$ cat src/rtl/boot_loader.sv
// boot_loader: receives a length-prefixed, checksummed program image byte by
// byte, writes it word by word into memory from LOAD_BASE, then releases the
// core from reset. The core reset doubles as the memory-port select.
module boot_loader #(
    parameter logic [31:0] LOAD_BASE     = 32'd64,
    parameter int          MAX_WORDS     = 16384,
    parameter int          RELEASE_DELAY = 16
) (
    input  logic        clk,
    input  logic        rst,
    input  logic        in_valid,
    input  logic [7:0]  in_byte,
    output logic        in_ready,
    output logic        mem_wr_en,
    output logic [3:0]  mem_wr_mask,
    output logic [31:0] mem_addr,
    output logic [31:0] mem_data,
    output logic        core_rst,
    output logic        done,
    output logic        error
);

    typedef enum logic [2:0] {
        INIT, HDR, DATA, CSUM, RELEASE, RUN, ERROR
    } state_t;

    // Last value of the release counter before moving to RUN; a zero delay
    // skips RELEASE entirely.
    localparam logic [7:0] REL_LAST = (RELEASE_DELAY > 0) ? 8'(RELEASE_DELAY - 1) : 8'd0;
    localparam bit         REL_SKIP = (RELEASE_DELAY == 0);

    state_t      state, next_state;
    logic        armed;
    logic [1:0]  byte_cnt;
    logic [23:0] shift;
    logic [31:0] n_words;
    logic [31:0] word_cnt;
    logic [7:0]  csum;
    logic [7:0]  rel_cnt;

    logic        in_ready_d, core_rst_d, done_d, error_d;

    logic        accept;
    logic        word_end;
    logic [31:0] full_word;

    assign accept    = in_valid && in_ready;
    assign word_end  = accept && (byte_cnt == 2'd3);
    assign full_word = {in_byte, shift};

    // State register; `armed` stretches INIT so the first byte is taken only
    // from the second edge after reset release.
    always_ff @(posedge clk or posedge rst) begin
        if (rst) begin
            state <= INIT;
            armed <= 1'b0;
        end else begin
            state <= next_state;
            armed <= 1'b1;
        end
    end

    // Next-state decision from the current state and the byte being accepted.
    always_comb begin
        next_state = state;
        case (state)
            INIT: begin
                if (armed) next_state = HDR;
            end
            HDR: begin
                if (word_end) begin
                    if (full_word == 32'd0 || full_word > 32'(MAX_WORDS))
                        next_state = ERROR;
                    else
                        next_state = DATA;
                end
            end
            DATA: begin
                if (word_end && word_cnt == n_words - 32'd1) next_state = CSUM;
            end
            CSUM: begin
                if (accept) begin
                    if (in_byte != csum)
                        next_state = ERROR;
                    else if (REL_SKIP)
                        next_state = RUN;
                    else
                        next_state = RELEASE;
                end
            end
            RELEASE: begin
                if (rel_cnt == REL_LAST) next_state = RUN;
            end
            RUN:     next_state = RUN;
            ERROR:   next_state = ERROR;
            default: next_state = INIT;
        endcase
    end

    // Next values of the registered status outputs; in_ready follows the state
    // being entered so it drops on the same edge that takes the checksum.
    always_comb begin
        in_ready_d = (next_state == HDR) || (next_state == DATA) || (next_state == CSUM);
        core_rst_d = (state != RUN);
        done_d     = (state == RUN);
        error_d    = (state == ERROR);
    end

    // Datapath: byte assembly, word counting, checksum, release timer and
    // all registered outputs.
    always_ff @(posedge clk or posedge rst) begin
        if (rst) begin
            byte_cnt    <= 2'd0;
            shift       <= 24'd0;
            n_words     <= 32'd0;
            word_cnt    <= 32'd0;
            csum        <= 8'd0;
            rel_cnt     <= 8'd0;
            in_ready    <= 1'b0;
            mem_wr_en   <= 1'b0;
            mem_wr_mask <= 4'd0;
            mem_addr    <= 32'd0;
            mem_data    <= 32'd0;
            core_rst    <= 1'b1;
            done        <= 1'b0;
            error       <= 1'b0;
        end else begin
            in_ready    <= in_ready_d;
            core_rst    <= core_rst_d;
            done        <= done_d;
            error       <= error_d;
            mem_wr_en   <= 1'b0;
            mem_wr_mask <= 4'd0;
            if (accept && (state == HDR || state == DATA)) begin
                byte_cnt <= byte_cnt + 2'd1;
                shift    <= {in_byte, shift[23:8]};
            end
            if (state == HDR && word_end) begin
                n_words <= full_word;
            end
            if (state == DATA && accept) begin
                csum <= csum + in_byte;
            end
            if (state == DATA && word_end) begin
                mem_wr_en   <= 1'b1;
                mem_wr_mask <= 4'hF;
                mem_addr    <= LOAD_BASE + (word_cnt << 2);
                mem_data    <= full_word;
                word_cnt    <= word_cnt + 32'd1;
            end
            if (state == RELEASE) begin
                rel_cnt <= rel_cnt + 8'd1;
            end
        end
    end

endmodule

$ cat config.mk
export PLATFORM = sky130hd
export DESIGN_NAME = boot_loader
export DESIGN_NICKNAME = d
export VERILOG_FILES = /design/src/rtl/boot_loader.sv
export SDC_FILE = /design/constraint.sdc
export NUM_CORES = 1
export LEC_CHECK = 0
export CORE_ASPECT_RATIO = 1.4
export CORE_MARGIN = 3
export CORE_UTILIZATION = 57
export CTS_BUF_LIST = sky130_fd_sc_hd__clkbuf_4
export CTS_CLUSTER_DIAMETER = 150
export CTS_CLUSTER_SIZE = 20
export DETAILED_ROUTE_END_ITERATION = 10
export PLACE_DENSITY = 0.85
export SLEW_MARGIN = 20
export SYNTH_ARGS = -nofsm -noshare
export SYNTH_HDL_FRONTEND = slang
export SYNTH_SLANG_ARGS = --single-unit
$ cat constraint.sdc
create_clock -name clk -period 17.3 [get_ports clk]
set_input_delay 5.19 -clock clk [delete_from_list [all_inputs] [get_ports clk]]
set_output_delay 5.19 -clock clk [all_outputs]
set_load 0.005 [all_outputs]
==> results of run 1 <==
==> cell families (layout without fill, tap and decap cells) <==
| kind of cell | count (synthesis) | after routing |
|---|---|---|
| AOI/OAI and AO/OA | 81 | 81 |
| xor gates and xnor gates | 110 | 110 |
| adders and majority gates | 13 | 13 |
| buffers and inverters | 67 | 131 |
| DFF | 177 | 177 |
| muxes | 101 | 101 |
| other | 2 | 4 |
| and+or+nand+nor | 241 | 241 |
==> layout by cell type, fill, tap and decap left out, types with 17 or more instances in the layout <==
master             n
dfrtp_1          176
mux2_2            95
clkdlybuf4s50_1   81
nor2_1            64
xnor2_1           64
xor2_1            46
nand2_1           42
a21oi_1           34
nand4_1           18
clkbuf_4          18
nand3_1           17
nor4_1            17
==> worst reg2reg max path, cell delays in order, from the launching register on <==
cell,delay (ns)
dfrtp_1,0.50
nor4_2,0.66
and2_0,0.49
nand4_1,0.18
xnor2_1,0.16
or4_1,0.50
or4_1,0.55
o41ai_2,0.20
==> power by group <==
| group | switching [mW] | internal, mW | total (mW) |
|---|---|---|---|
| clock network | 0.150 | 0.0608 | 0.211 |
| logic | 0.0113 | 0.00346 | 0.0148 |
| registers | 0.0000322 | 0.414 | 0.414 |
| total | 0.162 | 0.478 | 0.640 |
==> cell type report <==
type	count	area (um2)	share of cell area, %
antenna	1	2.50	0.0251
tap	192	240	2.41
multi-input combinational	549	4150	41.7
clock buffer	18	135	1.36
clock inverter	13	104	1.04
timing repair buffer	85	841	8.43
inverter	15	61.3	0.615
sequential	177	4430	44.4
==> per-layer routing <==
metal / GRT usage (%) / part of all wire, % / vias up
met1: 28.5 / 42 / 3033
li1: - / - / 2884
met4: 8.93 / 2.8 / 0
met3: 4.20 / 4.3 / 31
met2: 37.0 / 51 / 163
met5: 0 / 0 / -
==> worst max path at each step <==
stage / end / start / slack [ns]
3_3_place_gp: word_cnt[30] / in_valid / 9.12
5_1_grt: word_cnt[30] / in_valid / 9.33
2_1_floorplan: armed / rst / 7.31
3_5_place_dp: word_cnt[30] / in_valid / 9.02
4_1_cts: word_cnt[30] / in_valid / 9.64
6_report: word_cnt[30] / in_valid / 9.60
==> metrics by stage <==
stage	cells	setup slack [ns]
3_5_place_dp	1018	9.02
5_1_grt	1050	9.33
4_1_cts	1049	9.64
3_3_place_gp	1018	9.12
2_1_floorplan	793	7.31
6_report	1050	9.60
==> registers in the layout, summed over array words and instances (netlist names) <==
signal,count
shift,24
n_words,32
mem_data,32
error,1
state,3
in_ready,1
mem_wr_mask,1
core_rst,1
byte_cnt,2
done,1
word_cnt,32
mem_addr,30
armed,1
csum,8
rel_cnt,8
==> Yosys cell counts (2+ instances only) <==
| cell type | instances | share of area, % |
|---|---|---|
| inv_1 | 15 | 0.64 |
| nand4_1 | 18 | 1.3 |
| mux2_2 | 95 | 12 |
| o21ai_0 | 9 | 0.51 |
| a31oi_1 | 4 | 0.28 |
| a21o_1 | 2 | 0.17 |
| nand2b_1 | 4 | 0.28 |
| nor2_1 | 66 | 2.8 |
| nor2b_1 | 5 | 0.35 |
| or3_1 | 4 | 0.28 |
| clkbuf_1 | 40 | 1.7 |
| or3_2 | 2 | 0.17 |
| nor3_1 | 12 | 0.68 |
| a21oi_1 | 34 | 1.9 |
| o21ai_1 | 3 | 0.17 |
| nor4_2 | 4 | 0.57 |
| conb_1 | 2 | 0.085 |
| xor2_1 | 46 | 4.6 |
| o2111ai_1 | 3 | 0.30 |
| nand3_1 | 17 | 0.96 |
| and3_1 | 7 | 0.50 |
| ha_1 | 12 | 1.7 |
| dfrtp_1 | 176 | 50 |
| nor4b_1 | 3 | 0.30 |
| nor4_1 | 17 | 1.2 |
| buf_4 | 6 | 0.51 |
| and2_0 | 2 | 0.14 |
| a211oi_1 | 7 | 0.59 |
| o21bai_1 | 2 | 0.17 |
| nand4b_1 | 4 | 0.40 |
| nand2_1 | 42 | 1.8 |
| or2_2 | 3 | 0.21 |
| xnor2_1 | 64 | 6.3 |
| mux2i_1 | 5 | 0.57 |
| a41oi_1 | 2 | 0.20 |
| buf_1 | 3 | 0.13 |
| or4_1 | 10 | 0.85 |
| and2_1 | 3 | 0.21 |
| and4_1 | 7 | 0.69 |
==> results.sh, run 1 <==
export IMPL_status="completed"
export IMPL_cts_tree="done"
export IMPL_critPathMaxFanout=95
export IMPL_path_clk_slew_ns=0.15
export IMPL_rsz0062_at_grt="no"
export IMPL_finalHoldViolations=0
export IMPL_ir_worst_vdd_mv=0.0437
export IMPL_clock_latency_ns=0.55
export IMPL_die_x_um=111
export IMPL_wl_per_cell_um=17.2
export IMPL_place_area_mm2=0.00973
export IMPL_cts_root_buf="clkbuf_4"
export IMPL_pwr_density_cell_mw_per_mm2=64.2
export IMPL_cp_arrival_ns=8.14
export IMPL_postCtsHoldBufs=0
export IMPL_finalNetCount=869
export IMPL_worst_hold_path_type="reg -> reg"
export IMPL_ys_ff_latch=177
export IMPL_r2r_start="n_words[8]"
export IMPL_ys_warnings_count=0
export IMPL_cp_start_kind="input pin"
export IMPL_ioPinCount=84
export IMPL_worst_pin_slew_ns=1.03
export IMPL_cts_resized=0
export IMPL_grt_pass1_wl_um=30800
export IMPL_synth_compound_area_share_pct=6.04
export IMPL_holdPathEnd="rel_cnt[7]"
export IMPL_timing_final_crit_share_pct=44.5
export IMPL_cts_inserted_buffers=17
export IMPL_coreArea_mm2=0.0151
export IMPL_critPathRequiredTime_ns=17.74
export IMPL_synth_simple_area_share_pct=14.9
export IMPL_vias=6111
export IMPL_synth_area_mux_share_pct=12.8
export IMPL_maxSlewHeadroom_pct=31.1
export IMPL_die_h_um=153
export IMPL_crit_cells=9
export IMPL_place_gp_congestion=0.898
export IMPL_r2r_end="state[0]"
export IMPL_netlist_area_mm2=0.00884
export IMPL_worst_path_max_delay_cell="buf_4"
export IMPL_antenna_found_initial=1
export IMPL_fillCellCount=1150
export IMPL_fin_area_mm2=0.00997
export IMPL_num_rows=53
export IMPL_die_area_mm2=0.0171
export IMPL_cp_slowest_stage_delay_ns=0.72
export IMPL_avgSynthCellArea_um2=11.2
export IMPL_worstSetupPathType="in -> reg"
export IMPL_cts_htree_levels=4
export IMPL_synth_xor_area_share_pct=10.9
export IMPL_port_buffers=81
export IMPL_drt_pass1_iter_count=4
export IMPL_syn2layout_area_growth_pct=12.7
export IMPL_first_global_vias=6202
export IMPL_synthArstFlopShare_pct=100
export IMPL_crit_buf_inv=2
export IMPL_fin_crit_ns=7.70
export IMPL_ant_nets=0
export IMPL_wirelength_um=18100
export IMPL_via_per_inst=5.82
export IMPL_endpoint_kind="flop"
export IMPL_tns_ns=0
export IMPL_gr_usage_all_layers_pct=22.1
export IMPL_synth_top_family_by_area="simple AND/OR/NAND/NOR gates"
export IMPL_leakagePower_nw=4.59
export IMPL_drt_iter0_drc=320
export IMPL_synth_seq_area_share_pct=50.1
export IMPL_globalRouteOverflowTotal=0
export IMPL_yosysUniqueCellTypes=71
export IMPL_reg2reg_depth=7
export IMPL_post_cts_buffers=0
export IMPL_syn_inst=792
export IMPL_synth_edf_count=0
export IMPL_clock_sinks=177
export IMPL_hp_start="rel_cnt[7]"
export IMPL_postLayoutCoreUtil_pct=65.9
export IMPL_grt_max_degree=112
export IMPL_critical_path_cell_chain="clkdlybuf4s50_1 > nand4b_1 > nor2_4 > buf_4 > and4_1 > nand4_1 > nor2_1 > nand3_1 > xnor2_1"
export IMPL_drive_gt1_share_pct=18.1
export IMPL_drc=0
export IMPL_setup_violations=0
export IMPL_r2r_setup_slack_ns=13.96
export IMPL_hpwl_um=12900
export IMPL_ys_flop_type="dfrtp_1"
export IMPL_synth_adder_area_share_pct=1.92
export IMPL_fmaxAchievable_ghz=0.130
export IMPL_clockBufferDepth=2
export IMPL_drv_slew=0
export IMPL_drv_cap=0
export IMPL_fin_skew_ns=0.0160
export IMPL_whs_path_depth=1
export IMPL_initial_utilization_pct=58.5
export IMPL_hold_ws_ns=0.494
export IMPL_p_total_mw=0.640
export IMPL_cp_top_family="simple AND/OR/NAND/NOR gates"
(Power assumes the default switching activity.)
==> run 2: changes to the inputs <==
clock period = 7.7 ns   (was 17.3 ns; I/O delays follow)
==> results.sh, run 2 (synthesis results as in run 1) <==
export IMPL_first_global_vias=6202
export IMPL_finalNetCount=871
export IMPL_timing_final_crit_share_pct=56.3
export IMPL_cts_tree="done"
export IMPL_reg_largest_list="mem_data x32, n_words x32, word_cnt x32"
export IMPL_finalHoldViolations=0
export IMPL_drive_gt1_share_pct=18.3
export IMPL_worst_hold_path_type="reg -> reg"
export IMPL_drc=0
export IMPL_syn2layout_area_growth_pct=13.4
export IMPL_clockBufferDepth=2
export IMPL_grt_max_degree=72
export IMPL_cts_htree_levels=4
export IMPL_path_clk_slew_ns=0.15
export IMPL_fin_crit_ns=4.33
export IMPL_setup_ws_ns=3.37
export IMPL_gr_usage_met1_pct=28.5
export IMPL_hpwl_um=12900
export IMPL_die_x_um=111
export IMPL_critPathMaxFanout=17
export IMPL_met3_usage_pct=3.56
export IMPL_wl_per_cell_um=17.0
export IMPL_coreArea_mm2=0.0151
export IMPL_instances_no_fill=1053
export IMPL_worstSetupPathType="in -> reg"
export IMPL_cp_arrival_ns=4.78
export IMPL_endpoint_kind="flop"
export IMPL_drv_slew=0
export IMPL_leakagePower_nw=4.61
export IMPL_post_cts_buffers=0
export IMPL_place_area_mm2=0.00973
export IMPL_num_rows=53
export IMPL_placed_cells=1019
export IMPL_cts_root_buf="clkbuf_4"
export IMPL_layout_common_cells="176 x dfrtp_1, 95 x mux2_2, 81 x clkdlybuf4s50_1, 64 x nor2_1, 64 x xnor2_1"
export IMPL_ir_worst_vdd_mv=0.132
export IMPL_drv_cap=0
export IMPL_grt_busiest_layer="met2"
export IMPL_maxSlewHeadroom_pct=48.2
export IMPL_status="completed"
export IMPL_fin_skew_ns=0.0147
export IMPL_clock_latency_ns=0.55
export IMPL_fmaxAchievable_ghz=0.231
export IMPL_setup_violations=0
export IMPL_antenna_found_initial=1
export IMPL_globalRouteOverflowTotal=0
export IMPL_die_area_mm2=0.0171
export IMPL_port_buffers=81
export IMPL_gr_usage_all_layers_pct=21.8
export IMPL_clock_sinks=177
export IMPL_wirelength_um=17900
export IMPL_dpl_worst_slack_ns=2.18
export IMPL_drt_iter0_drc=287
export IMPL_cts_resized=0
export IMPL_place_gp_congestion=0.924
export IMPL_die_h_um=153
export IMPL_pwr_density_cell_mw_per_mm2=144
export IMPL_gr_usage_met2_pct=36.8
export IMPL_ant_nets=0
export IMPL_vias=6073
export IMPL_postLayoutCoreUtil_pct=66.3
export IMPL_postCtsHoldBufs=0
export IMPL_drt_pass1_iter_count=5
export IMPL_fin_area_mm2=0.0100
export IMPL_tns_ns=0
export IMPL_via_per_inst=5.77
export IMPL_grt_pass1_wl_um=30500
export IMPL_initial_utilization_pct=58.5
export IMPL_cp_start_kind="input pin"
export IMPL_worst_pin_slew_ns=0.772
export IMPL_rsz0062_at_grt="no"
export IMPL_layout_commonest_cell="dfrtp_1"
export IMPL_critPathRequiredTime_ns=8.14
export IMPL_ioPinCount=84
export IMPL_cts_inserted_buffers=17
run 2: changes by cell type in the layout (fill, tap and decap cells not counted):
cell        delta
clkinv_8       +1
inv_8          +2
clkinv_2       -3
inv_6          -2
buf_4          +1
clkinvlp_4     +2
buf_16         +1
clkinv_1       +1
run 2: path summary, 6_finish.rpt:
check	startpoint	to	slack (ns)	cells after the start
hold / removal	rel_cnt[3]	rel_cnt[3]	0.50	1
hold reg to reg	rel_cnt[3]	rel_cnt[3]	0.50	1
setup / recovery	in_valid	word_cnt[30]	3.37	8
min in group asynchronous	rst	mem_data[30]	2.22	2
setup reg to reg	n_words[2]	state[0]	4.40	7
max in group asynchronous	rst	n_words[0]	4.35	3
run 2: layout make-up:
type	count	area, um2
flip-flops and latches	177	4430
repair buffers	87	876
clock inverters	14	129
well taps	192	240
fillers	1156	5090
diodes	1	2.50
clock buffers	18	135
multi-input cells	549	4150
inverters	15	61.3
run 2: worst max-delay path, stage by stage:
cell and delay, ns:
clkdlybuf4s50_1 0.51, nand4b_1 0.22, nor2_4 0.48, and4_1 0.49
nand4_1 0.27, nor2_1 0.22, nand3_1 0.11, xnor2_1 0.14
run 2: per-stage QoR:
step	hold slack, ns	total power, mW
3_5_place_dp	0.478	0.983
6_report	0.498	1.45
3_3_place_gp	0.464	0.982
2_1_floorplan	0.447	0.967
5_1_grt	0.521	1.51
4_1_cts	0.502	1.47
run 2: layer usage:
metal | up-vias | wire length (um)
met3 | 29 | 636
met2 | 147 | 9210
met1 | 3013 | 7640
met5 | - | 0
li1 | 2884 | -
met4 | 0 | 367
run 2: report_power, final:
group / total, mW / internal (mW) / switching (mW)
Clock: 0.485 / 0.143 / 0.341
Sequential: 0.930 / 0.930 / 0.0000670
Combinational: 0.0336 / 0.00808 / 0.0255
Total: 1.45 / 1.08 / 0.367
==> run 3: changes to the inputs <==
clock period = 4.4 ns   (was 7.7 ns; I/O delays follow)
==> results.sh, run 3 (synthesis results as in run 1) <==
export IMPL_cts_root_buf="clkbuf_4"
export IMPL_setup_violations=0
export IMPL_fin_crit_ns=3.38
export IMPL_status="completed"
export IMPL_finalNetCount=874
export IMPL_rsz0062_at_grt="no"
export IMPL_postCtsHoldBufs=0
export IMPL_vias=6180
export IMPL_via_per_inst=5.85
export IMPL_fillCellCount=1138
export IMPL_reg_largest_list="mem_data x32, n_words x32, word_cnt x32"
export IMPL_cp_arrival_ns=3.87
export IMPL_place_gp_congestion=0.876
export IMPL_reg2reg_depth=7
export IMPL_initial_utilization_pct=58.5
export IMPL_maxSlewHeadroom_pct=51.4
export IMPL_antenna_found_initial=1
export IMPL_holdPathEnd="rel_cnt[0]"
export IMPL_r2r_setup_slack_ns=1.02
export IMPL_first_global_vias=6270
export IMPL_post_cts_buffers=0
export IMPL_die_area_mm2=0.0171
export IMPL_worstSetupPathType="reg -> reg"
export IMPL_hold_ws_ns=0.505
export IMPL_critPathRequiredTime_ns=4.89
export IMPL_cts_resized=0
export IMPL_wl_per_cell_um=17.5
export IMPL_coreArea_mm2=0.0151
export IMPL_fmaxAchievable_ghz=0.296
export IMPL_r2r_end="state[0]"
export IMPL_layout_commonest_cell="dfrtp_1"
export IMPL_cts_inserted_buffers=17
export IMPL_drt_pass1_iter_count=6
export IMPL_cp_start_kind="flop"
export IMPL_leakagePower_nw=4.66
export IMPL_wirelength_um=18500
export IMPL_cts_htree_levels=4
export IMPL_finalHoldViolations=0
export IMPL_drv_cap=0
export IMPL_layout_common_cells="176 x dfrtp_1, 95 x mux2_2, 81 x clkdlybuf4s50_1, 64 x nor2_1, 64 x xnor2_1"
export IMPL_grt_pass1_wl_um=31300
export IMPL_die_h_um=153
export IMPL_syn2layout_area_growth_pct=14.2
export IMPL_clock_sinks=177
export IMPL_critPathMaxFanout=9
export IMPL_drc=0
export IMPL_pwr_density_cell_mw_per_mm2=261
export IMPL_gr_usage_all_layers_pct=22.6
export IMPL_die_x_um=111
export IMPL_p_total_mw=2.64
export IMPL_whs_path_depth=1
export IMPL_clockBufferDepth=2
export IMPL_tns_ns=0
export IMPL_cts_tree="done"
export IMPL_hp_start="rel_cnt[0]"
export IMPL_hpwl_um=13300
export IMPL_drv_slew=0
export IMPL_path_clk_slew_ns=0.16
export IMPL_port_buffers=81
export IMPL_r2r_start="n_words[8]"
export IMPL_drive_gt1_share_pct=18.7
export IMPL_ir_worst_vdd_mv=0.244
export IMPL_num_rows=53
export IMPL_ant_nets=0
export IMPL_worst_pin_slew_ns=0.727
export IMPL_endpoint_kind="flop"
export IMPL_globalRouteOverflowTotal=0
export IMPL_clock_latency_ns=0.59
export IMPL_worst_hold_path_type="reg -> reg"
export IMPL_ioPinCount=84
export IMPL_timing_final_crit_share_pct=76.7
export IMPL_drt_iter0_drc=330
export IMPL_fin_skew_ns=0.0224
export IMPL_grt_max_degree=98
==> run 3: cell count changes in the layout (fill, tap and decap cells not counted), sizes merged <==
cell / before / now
clkinv: 3 / 5
bufinv: 0 / 1
buf: 6 / 9
clkinvlp: 5 / 2
==> run 3: worst max path at each step <==
stage,cells after the start,endpoint,slack (ns),from
final,7,state[0],1.02,n_words[8]
after global routing,7,state[0],0.87,n_words[8]
after CTS,7,state[0],1.03,n_words[8]
after detailed placement,8,state[0],0.81,in_valid
after global placement,9,csum[7],0.88,in_byte[1]
after floorplan,1,armed,0.81,rst
==> run 3: where the power goes <==
group          leakage (nW)  internal, mW  switching, mW
combinational          2.07        0.0167         0.0443
clock                 0.160         0.317          0.630
sequential             2.43          1.63       0.000170
==> run 3: area by class of cell <==
type                    instances  area, um2  share of cell area [%]
well taps                     192        240                    2.38
flip-flops and latches        177       4430                    43.9
inverters                      15       60.1                   0.594
clock buffers                  18        135                    1.34
diodes                          1       2.50                  0.0248
multi-input cells             549       4150                    41.1
repair buffers                 90        916                    9.07
clock inverters                14        165                    1.63
==> run 3: layer usage <==
metal,up-vias,global-route usage [%],routed length (um)
met5,-,0,0
met4,0,8.46,540
met3,42,4.44,800
met2,172,39.3,9530
met1,3066,27.8,7630
li1,2900,-,-
==> run 3: critical path, stage by stage (launching register included) <==
cell,delay (ns)
dfrtp_1,0.50
nor4_2,0.69
and2_0,0.48
nand4_1,0.17
xnor2_1,0.16
or4_1,0.49
or4_1,0.56
o41ai_2,0.22
==> run 3: metrics by stage <==
stage               instances  area, um2  worst slack [ns]  util, %
floorplan                 793       8850             0.814        -
global placement         1023       9800             0.877     64.8
detailed placement       1023       9800             0.807     64.8
CTS                      1055      10100              1.03     66.8
global route             1056      10100             0.871     66.8
finish                   1056      10100              1.02     66.8
